**config.mk**
```make
export PLATFORM = sky130hd
export DESIGN_NAME = cm_arb_req_flat
export DESIGN_NICKNAME = d
export VERILOG_FILES = /design/src/rtl/cm_arb_req_if.sv /design/src/rtl/cm_arb_req.sv /design/src/flat_wrapper.sv
export SDC_FILE = /design/constraint.sdc
export NUM_CORES = 1
export LEC_CHECK = 0
export BUFFER_PORTS_ARGS = -buffer_cell sky130_fd_sc_hd__buf_2
export CORE_ASPECT_RATIO = 1.5
export CORE_MARGIN = 1.5
export CORE_UTILIZATION = 48
export CTS_CLUSTER_DIAMETER = 50
export CTS_CLUSTER_SIZE = 16
export DETAILED_ROUTE_END_ITERATION = 12
export HOLD_SLACK_MARGIN = 0.1
export PLACE_DENSITY = 0.73
export SYNTH_ARGS = -nofsm -noshare
export SYNTH_HDL_FRONTEND = slang
export SYNTH_SLANG_ARGS = --single-unit
```
**constraint.sdc**
```tcl
create_clock -name i_clk -period 1.6 [get_ports i_clk]
set_clock_uncertainty 0.2 [all_clocks]
set_input_delay 0.4 -clock i_clk [delete_from_list [all_inputs] [get_ports i_clk]]
set_output_delay 0.4 -clock i_clk [all_outputs]
set_load 0.01 [all_outputs]
```
**src/rtl/cm_arb_req_if.sv**
```systemverilog
// cm_arb_req_if: request / grant / arbiter-side bundle for cm_arb_req.
// slave  : seen by cm_arb_req
// master : seen by the requester/arbiter environment
interface cm_arb_req_if #(
  parameter int DCNT   = 4,
  parameter int DWIDTH = 8
);
  localparam int IDX_WIDTH = (DCNT > 1) ? $clog2(DCNT) : 1;

  logic [DCNT-1:0]             i_req_vld;
  logic [DCNT-1:0]             o_gnt;
  logic [DCNT-1:0]             o_arb_req;
  logic [DCNT-1:0][DWIDTH-1:0] o_arb_weight;
  logic                        i_arb_vld;
  logic [IDX_WIDTH-1:0]        i_arb_gnt;
  logic                        o_busy;
  logic                        o_err;

  modport slave (
    input  i_req_vld, i_arb_vld, i_arb_gnt,
    output o_gnt, o_arb_req, o_arb_weight, o_busy, o_err
  );

  modport master (
    output i_req_vld, i_arb_vld, i_arb_gnt,
    input  o_gnt, o_arb_req, o_arb_weight, o_busy, o_err
  );
endinterface

```
**src/rtl/cm_arb_req.sv**
```systemverilog
// cm_arb_req: age-tracking request front end for an external pipelined
// max-weight arbiter. One arbitration in flight at a time:
// IDLE issues the request mask, WAIT collects the arbiter result,
// GNT presents a one-hot grant for a single cycle.
// Optional feature: define CM_ARB_REQ_TIMEOUT_EN to enable the WAIT
// watchdog and the sticky o_err flag.
module cm_arb_req #(
  parameter int DCNT    = 4,
  parameter int DWIDTH  = 8,
  parameter int REG_CNT = 2
) (
  input  logic         i_clk,
  input  logic         i_rst_n,
  cm_arb_req_if.slave  bus
);
  localparam int IDX_WIDTH = $clog2(DCNT);

  if (DCNT < 2) begin : g_dcnt_chk
    $error("cm_arb_req: DCNT must be >= 2");
  end
  if (REG_CNT < 1) begin : g_reg_cnt_chk
    $error("cm_arb_req: REG_CNT must be >= 1");
  end

  typedef enum logic [1:0] {
    IDLE,
    WAIT,
    GNT
  } state_t;

  state_t                      state;
  logic [IDX_WIDTH-1:0]        gnt_idx;
  logic [DCNT-1:0][DWIDTH-1:0] age;
  logic [DCNT-1:0]             gnt_onehot;
  logic [DCNT-1:0]             gnt;

`ifdef CM_ARB_REQ_TIMEOUT_EN
  localparam int unsigned TO_CYC = 2 * REG_CNT + 4;
  localparam int unsigned WCNT_W = $clog2(TO_CYC);
  logic [WCNT_W-1:0] wait_cnt;
  logic              err;
`endif

  // Decode the registered winner; out-of-range indices match no channel
  always_comb begin
    gnt_onehot = '0;
    if (state == GNT) begin
      for (int unsigned i = 0; i < DCNT; i++) begin
        if (32'(gnt_idx) == i) gnt_onehot[i] = 1'b1;
      end
    end
  end

  // Withdrawn requesters receive no grant
  assign gnt = gnt_onehot & bus.i_req_vld;

  assign bus.o_gnt        = gnt;
  assign bus.o_busy       = (state != IDLE);
  assign bus.o_arb_weight = age;
  // Issue is combinational on the IDLE cycle; gated by reset so that
  // held requests cannot leak to the arbiter while reset is asserted.
  assign bus.o_arb_req    = (i_rst_n && state == IDLE) ? bus.i_req_vld : '0;

`ifdef CM_ARB_REQ_TIMEOUT_EN
  assign bus.o_err = err;
`else
  assign bus.o_err = 1'b0;
`endif

  // Per-channel age: count waiting cycles, saturate, clear on grant or drop
  always_ff @(posedge i_clk or negedge i_rst_n) begin
    if (!i_rst_n) begin
      age <= '0;
    end else begin
      for (int unsigned i = 0; i < DCNT; i++) begin
        if (!bus.i_req_vld[i] || gnt[i]) begin
          age[i] <= '0;
        end else if (age[i] != '1) begin
          age[i] <= age[i] + 1'b1;
        end
      end
    end
  end

  // Arbitration sequencer: issue, wait for result, grant
  always_ff @(posedge i_clk or negedge i_rst_n) begin
    if (!i_rst_n) begin
      state   <= IDLE;
      gnt_idx <= '0;
`ifdef CM_ARB_REQ_TIMEOUT_EN
      wait_cnt <= '0;
      err      <= 1'b0;
`endif
    end else begin
      case (state)
        IDLE: begin
          if (|bus.i_req_vld) begin
            state <= WAIT;
`ifdef CM_ARB_REQ_TIMEOUT_EN
            wait_cnt <= '0;
`endif
          end
        end
        WAIT: begin
          if (bus.i_arb_vld) begin
            gnt_idx <= bus.i_arb_gnt;
            state   <= GNT;
          end
`ifdef CM_ARB_REQ_TIMEOUT_EN
          else if (wait_cnt == WCNT_W'(TO_CYC - 1)) begin
            err   <= 1'b1;
            state <= IDLE;
          end else begin
            wait_cnt <= wait_cnt + 1'b1;
          end
`endif
        end
        GNT:     state <= IDLE;
        default: state <= IDLE;
      endcase
    end
  end
endmodule

```
**src/flat_wrapper.sv**
```systemverilog
// flat-port wrapper written by rule: the top's interface ports become plain ports
module cm_arb_req_flat 
#(
  parameter int DCNT    = 4,
  parameter int DWIDTH  = 8,
  parameter int REG_CNT = 2
)
  (i_clk, i_rst_n, bus_i_req_vld, bus_i_arb_vld, bus_i_arb_gnt, bus_o_gnt, bus_o_arb_req, bus_o_arb_weight, bus_o_busy, bus_o_err);
  cm_arb_req_if #(.DCNT(DCNT), .DWIDTH(DWIDTH)) bus_i ();
  input  logic i_clk;
  input  logic i_rst_n;
  input wire logic [$bits(bus_i.i_req_vld)-1:0] bus_i_req_vld;
  input wire logic [$bits(bus_i.i_arb_vld)-1:0] bus_i_arb_vld;
  input wire logic [$bits(bus_i.i_arb_gnt)-1:0] bus_i_arb_gnt;
  output wire logic [$bits(bus_i.o_gnt)-1:0] bus_o_gnt;
  output wire logic [$bits(bus_i.o_arb_req)-1:0] bus_o_arb_req;
  output wire logic [$bits(bus_i.o_arb_weight)-1:0] bus_o_arb_weight;
  output wire logic [$bits(bus_i.o_busy)-1:0] bus_o_busy;
  output wire logic [$bits(bus_i.o_err)-1:0] bus_o_err;
  assign bus_i.i_req_vld = bus_i_req_vld;
  assign bus_i.i_arb_vld = bus_i_arb_vld;
  assign bus_i.i_arb_gnt = bus_i_arb_gnt;
  assign bus_o_gnt = bus_i.o_gnt;
  assign bus_o_arb_req = bus_i.o_arb_req;
  assign bus_o_arb_weight = bus_i.o_arb_weight;
  assign bus_o_busy = bus_i.o_busy;
  assign bus_o_err = bus_i.o_err;
  cm_arb_req #(.DCNT(DCNT), .DWIDTH(DWIDTH), .REG_CNT(REG_CNT)) u_core (.i_clk(i_clk), .i_rst_n(i_rst_n), .bus(bus_i));
endmodule
```
==> results of run 1 <==
-- where the power goes --
| group | total (mW) | internal (mW) | switching [mW] |
|---|---|---|---|
| combinational | 0.600 | 0.315 | 0.284 |
| clock | 0.631 | 0.296 | 0.335 |
| sequential | 1.03 | 0.974 | 0.0535 |
| total | 2.26 | 1.59 | 0.673 |
-- flip-flops by register name, summed over array words and instances (netlist names) --
name / cells
u_core.bus.o_arb_weight: 32
u_core.gnt_idx: 2
u_core.state: 2
-- kinds of logic (layout without fill, tap and decap cells) --
logic type | Yosys count | after routing | synth area share
muxes | 4 | 4 | 0.0212
other | 1 | 1 | 0.00187
buffers and inverters | 17 | 100 | 0.0437
adders and majority gates | 4 | 4 | 0.0250
and+or+nand+nor | 100 | 100 | 0.288
AOI/OAI and AO/OA | 52 | 52 | 0.171
DFF | 36 | 36 | 0.449
-- per-stage QoR --
step,setup TNS (ns),util,setup slack (ns),hold WS [ns]
2_1_floorplan,-0.0985,-,-0.0985,-0.0956
3_3_place_gp,-0.306,0.623,-0.124,0.205
3_5_place_dp,-0.361,0.623,-0.146,0.204
4_1_cts,-2.69,0.673,-0.451,0.112
5_1_grt,-4.05,0.706,-0.478,0.134
6_report,-2.86,0.706,-0.445,0.124
-- critical path: cells and delay by family, from the launching register on --
kind,cells,cell delay (ns)
flops,1,0.40
simple gates,2,0.65
buf+inv,1,0.10
-- area by class of cell --
type | instances | area share
clock buffers | 6 | 0.0257
clock inverters | 1 | 0.00177
inverters | 6 | 0.00798
multi-input cells | 161 | 0.406
flip-flops and latches | 36 | 0.321
well taps | 45 | 0.0200
repair buffers | 87 | 0.218
-- per-layer routing --
metal  up-vias  wire (um)  GRT usage
met5         -          0          0
met4         0         74     0.0756
met3         5        226     0.0483
met2        57       2740      0.427
met1      1005       2130      0.260
li1        990          -          -
-- Yosys cell counts, types with 2 or more instances --
library cell / instances / area, um2
sky130_fd_sc_hd__nand3_1: 15 / 75.1
sky130_fd_sc_hd__o21ai_0: 4 / 20.0
sky130_fd_sc_hd__and4_1: 6 / 52.6
sky130_fd_sc_hd__clkbuf_1: 4 / 15.0
sky130_fd_sc_hd__nand2b_1: 2 / 12.5
sky130_fd_sc_hd__mux2i_1: 2 / 20.0
sky130_fd_sc_hd__mux2_2: 2 / 22.5
sky130_fd_sc_hd__buf_2: 3 / 15.0
sky130_fd_sc_hd__nand2_1: 9 / 33.8
sky130_fd_sc_hd__nor3b_1: 2 / 15.0
sky130_fd_sc_hd__a21oi_1: 11 / 55.1
sky130_fd_sc_hd__and3_1: 13 / 81.3
sky130_fd_sc_hd__nor4b_1: 3 / 26.3
sky130_fd_sc_hd__nor2_1: 10 / 37.5
sky130_fd_sc_hd__nand4_1: 6 / 37.5
sky130_fd_sc_hd__nor3_1: 24 / 120
sky130_fd_sc_hd__buf_6: 2 / 22.5
sky130_fd_sc_hd__nand3b_1: 4 / 30.0
sky130_fd_sc_hd__ha_1: 4 / 50.1
sky130_fd_sc_hd__dfrtp_1: 36 / 901
sky130_fd_sc_hd__a21boi_0: 5 / 37.5
sky130_fd_sc_hd__inv_1: 6 / 22.5
sky130_fd_sc_hd__a211oi_1: 11 / 82.6
sky130_fd_sc_hd__a31oi_1: 14 / 87.6
-- timing repair --
item                                    in CTS  in global routing
endpoints found under the setup margin      18                 34
hold endpoints to repair                    36                  0
gates resized for setup                     17                 28
buffers inserted                             3                  2
pin swaps                                    5                  2
hold buffers                                 1                  0
-- final timing paths --
check	start	end	slack [ns]	depth (start not counted)
worst max-delay path	u_core.state[0]	bus_o_gnt[0]	-0.45	3
worst min-delay path	bus_i_arb_vld	u_core.state[0]	0.12	2
worst max register to register	u_core.state[0]	u_core.bus.o_arb_weight[22]	-0.03	7
worst min register to register	u_core.bus.o_arb_weight[30]	u_core.bus.o_arb_weight[30]	0.34	1
max in group asynchronous	i_rst_n	u_core.bus.o_arb_weight[10]	0.34	3
min in group asynchronous	i_rst_n	u_core.bus.o_arb_weight[2]	0.54	3
==> results by group, run 1 <==
Synthesis
  – Main flop type after synthesis: sky130_fd_sc_hd__dfrtp_1
  – Proportion of synthesized flip-flops having asynchronous set or reset: 1.00
  – Area of the mapped netlist: 2010 um2
  – Warnings, synthesis: 0
  – Flop and latch count out of synthesis: 36
  – Number of enable flip-flop cells after synthesis: 0
  – Synth Net Count: 227
  – Sequential fraction of the synthesis area: 0.449
  – Number of instances in the synthesized netlist: 214
  – Syn Area/Cell: 9.37 um2
  – Number of unique standard cell types used by synthesis: 40

Layout
  – Number of nets in the layout: 310
  – # diodes: 0
  – Layout fillers: 310
  – Non-filler instance count after layout: 342
  – Post-route cell area: 2820 um2
  – Leading cell type in the layout, fill and taps excluded: sky130_fd_sc_hd__buf_2
  – Total area of multi-input combinational cells: 1150 um2
  – Fraction of layout instances using a drive strength above 1: 0.421
  – Storage element area: 905 um2
  – Top library cells by usage in the layout, fill and taps aside: sky130_fd_sc_hd__buf_2 (44), sky130_fd_sc_hd__dfrtp_1 (33), sky130_fd_sc_hd__buf_4 (26)
  – Area added between synthesis and finish: 40.7%

Worst setup path
  – Delay of the slowest cell on the worst path: 0.55 ns
  – Required arrival time at the worst endpoint: 1.00 ns
  – Slowest cell on the critical path: sky130_fd_sc_hd__or4b_4
  – Cells traversed along the worst timing path: or4b_4, nor2_4, buf_6
  – Data arrival at the endpoint of the critical path: 1.45 ns
  – Critical Path Start Type: register
  – Endpoint kind of the worst setup timing path: output port
  – Critical path type: register to output port
  – Max FO, Critical Path: 2

Floorplanning
  – Starting Density: 0.502
  – Vert. Die Dim: 82.2 um
  – Core area: 3990 um2
  – Total Die Area: 4580 um2
  – Chip width: 55.8 um
  – Boundary Pins: 51
  – Core Rows: 28

Global routing
  – Antenna violations before repair: 0
  – Vias in the first global route: 1855
  – Aggregate global-route resource usage: 0.229
  – Grt ovf: 0
  – Global-route wire length before repair: 8210 um
  – Pin count of the biggest net entering global routing: 21

Clock tree
  – Clock latency on the worst-skew pair: 0.30 ns
  – Root cell of the clock tree: sky130_fd_sc_hd__clkbuf_8
  – TritonCTS clock tree: built
  – Max H-tree Level: 2
  – Clock tree buffer depth: 2
  – Num CTS Buffers: 5
  – Clock Sink Count: 36
  – Clk slew on worst S/H paths: 0.07 ns

Routing
  – Routed wire length per instance: 15.1 um
  – Iteration count of the initial detailed-routing pass: 4
  – Total wire length: 5170 um
  – Post-route antenna net violation count: 0
  – DRT iter0 DRCs: 65
  – Final routed DRC violation total: 0
  – Vias after detailed routing: 2057
  – Vias/cell: 6.01

Pwr
  – Worst IR drop on VDD: 0.709 mV
  – Power density normalized to cell area: 800 nW/um2
  – Total Power Consumption: 2.26 mW
  – Leakage power of the design: 1.31 nW

Placed design
  – Placed cell areas: 2490 um2
  – Detailed Place HPWL: 3560 um
  – Total instance count after detailed placement: 329
  – Final Wtd Congestion: 0.887
  – Count of input and output buffers: 49

STA
  – RSZ-0062 raised after global routing: true
  – Timing-limited maximum frequency: 0.489 GHz
  – Final setup violation count: 17
  – Crit path time final: 2.05 ns
  – PnR worst setup slack: -0.445 ns
  – Final count of pins violating max slew: 0
  – Hold Violations, Final: 0
  – Post-route clock period utilization: 1.28

Hold path
  – Hold WC Path Type: primary input to register

Run status
  – Violations in the final reports: setup timing
  – Outcome: finished with violations

Run
  – Number of violations of the max-capacitance limit: 0
Power figures use the tool's default switching activity.
==> run 2: changes to the inputs <==
--- a/config.mk
+++ b/config.mk
@@ -5,15 +5,15 @@
 export SDC_FILE = /design/constraint.sdc
 export NUM_CORES = 1
 export LEC_CHECK = 0
-export BUFFER_PORTS_ARGS = -buffer_cell sky130_fd_sc_hd__buf_2
 export CORE_ASPECT_RATIO = 1.5
 export CORE_MARGIN = 1.5
-export CORE_UTILIZATION = 48
+export CORE_UTILIZATION = 55
 export CTS_CLUSTER_DIAMETER = 50
 export CTS_CLUSTER_SIZE = 16
 export DETAILED_ROUTE_END_ITERATION = 12
+export DONT_BUFFER_PORTS = 1
 export HOLD_SLACK_MARGIN = 0.1
-export PLACE_DENSITY = 0.73
+export PLACE_DENSITY = 0.7
 export SYNTH_ARGS = -nofsm -noshare
 export SYNTH_HDL_FRONTEND = slang
 export SYNTH_SLANG_ARGS = --single-unit
==> results by group, run 2 (same netlist as run 1, synthesis figures left out) <==
STA
  – Timing-limited maximum frequency: 0.493 GHz
  – Final setup violation count: 19
  – Setup TNS: -4.86 ns
  – Crit path time final: 2.03 ns
  – PnR worst setup slack: -0.428 ns
  – Post-route clock period utilization: 1.27
  – Final count of pins violating max slew: 0
  – Hold Violations, Final: 0
  – RSZ-0062 raised after global routing: true

Floorplanning
  – Vert. Die Dim: 77.0 um
  – Chip width: 52.3 um
  – Starting Density: 0.582
  – Core area: 3450 um2
  – Total Die Area: 4030 um2
  – Boundary Pins: 51
  – Core Rows: 26

Clock tree
  – Num CTS Buffers: 5
  – Root cell of the clock tree: sky130_fd_sc_hd__clkbuf_8
  – Clock Sink Count: 36
  – Clock latency on the worst-skew pair: 0.30 ns
  – Clock tree buffer depth: 2
  – Max H-tree Level: 2
  – Clk slew on worst S/H paths: 0.08 ns
  – TritonCTS clock tree: built

Routing
  – Vias/cell: 6.58
  – DRT iter0 DRCs: 80
  – Total wire length: 5840 um
  – Routed length on met2: 3190 um
  – Final routed DRC violation total: 0
  – Highest metal used: met4
  – Routed length on met3: 350 um
  – Iteration count of the initial detailed-routing pass: 4
  – Post-route antenna net violation count: 0
  – Routed wire length per instance: 18.8 um
  – Vias after detailed routing: 2045
  – Metal1 wirelength: 2180 um

Placed design
  – Detailed Place HPWL: 3710 um
  – Final Wtd Congestion: 0.763
  – Count of input and output buffers: 0
  – Minimum setup slack after placement: -0.110 ns

Worst setup path
  – Worst R2R Setup Slack: -0.33 ns
  – Capture point of the worst reg-to-reg path: u_core.bus.o_arb_weight[5]
  – Critical Path Start Type: register
  – Delay of the slowest cell on the worst path: 0.54 ns
  – Slowest cell on the critical path: sky130_fd_sc_hd__or4b_4
  – Logic depth of the worst register-to-register path: 6
  – Cells traversed along the worst timing path: or4b_4, nor2_4
  – Buffering stage count on the worst path with inverters included: 0
  – Required arrival time at the worst endpoint: 1.00 ns
  – Critical path type: register to output port
  – Endpoint kind of the worst setup timing path: output port
  – Max FO, Critical Path: 7
  – Data arrival at the endpoint of the critical path: 1.43 ns
  – FF-to-FF Start: u_core.state[0]
  – CP top delay family: simple AND/OR/NAND/NOR gates

Hold path
  – Hold WC Path Type: primary input to register
  – Hold path cells: 2
  – HP Start: bus_i_arb_vld
  – End point of the worst hold path: u_core.state[1]

Run status
  – Violations in the final reports: setup timing
  – Outcome: finished with violations

Layout
  – Number of nets in the layout: 281
  – Top library cells by usage in the layout, fill and taps aside: sky130_fd_sc_hd__buf_4 (40), sky130_fd_sc_hd__dfrtp_1 (33), sky130_fd_sc_hd__nor3_1 (19)
  – Fraction of layout instances using a drive strength above 1: 0.342
  – # diodes: 0
  – Area added between synthesis and finish: 37.0%
  – Leading cell type in the layout, fill and taps excluded: sky130_fd_sc_hd__buf_4
  – Max FFs per register: 32

Pwr
  – Total Power Consumption: 2.43 mW
  – Power density normalized to cell area: 886 nW/um2
  – Leakage power of the design: 1.17 nW
  – Worst IR drop on VDD: 0.947 mV

Global routing
  – Global-route wire length before repair: 9180 um
  – Antenna violations before repair: 0
  – Vias in the first global route: 1973
  – Pin count of the biggest net entering global routing: 37
  – Aggregate global-route resource usage: 0.301
  – Grt ovf: 0

Run
  – Number of violations of the max-capacitance limit: 0
run 2: cell types whose count changed in the layout (fill, tap and decap cells not counted), moves of 6 or more:
cell and change:
sky130_fd_sc_hd__buf_2 -44, sky130_fd_sc_hd__buf_4 +14, sky130_fd_sc_hd__buf_6 -6, sky130_fd_sc_hd__dlygate4sd3_1 +6
run 2: what timing repair did:
item,in CTS,in global routing
pin swaps,6,13
gates resized for setup,14,27
setup endpoints to repair,17,35
buffers inserted,1,5
hold endpoints to repair,55,0
hold buffers,9,0
run 2: worst reg2reg max path: cells and delay by family (launching register included):
family,cells,cell delay (ns)
flip-flops,1,0.46
AND/OR/NAND/NOR,2,0.64
buffers and inverters,3,0.38
multiplexers,1,0.10
run 2: worst max path at each step:
stage,from,end,slack [ns],cells after the start
6_report,u_core.state[0],bus_o_gnt[0],-0.43,2
5_1_grt,u_core.state[1],bus_o_gnt[2],-0.45,4
4_1_cts,u_core.state[0],bus_o_gnt[0],-0.44,2
3_5_place_dp,u_core.state[0],bus_o_gnt[0],-0.11,2
3_3_place_gp,u_core.state[0],bus_o_gnt[0],-0.09,2
2_1_floorplan,u_core.state[0],bus_o_gnt[0],-0.1,2
run 2: final cells by class:
cell class | count | area (um2)
multi-input combinational | 161 | 1150
clock inverter | 3 | 42.5
inverter | 6 | 22.5
tap | 42 | 52.6
fill | 228 | 701
timing repair buffer | 58 | 504
clock buffer | 5 | 68.8
sequential | 36 | 905
run 2: power by group:
group	switching (mW)	internal, mW
registers	0.0725	0.975
clock network	0.353	0.461
logic	0.288	0.285
run 2: per-layer routing:
metal	up-vias	global-route usage
li1	936	-
met2	98	0.510
met3	13	0.0739
met4	0	0.131
met5	-	0
met1	998	0.346
run 2: metrics by stage:
stage,instance area [um2],utilization,hold WS [ns],instances
after detailed placement,2330,0.676,-0.0949,289
after floorplan,2010,-,-0.0956,214
final,2750,0.797,0.129,311
after global routing,2750,0.797,0.123,311
after global placement,2330,0.676,-0.0949,289
after CTS,2620,0.758,0.116,307
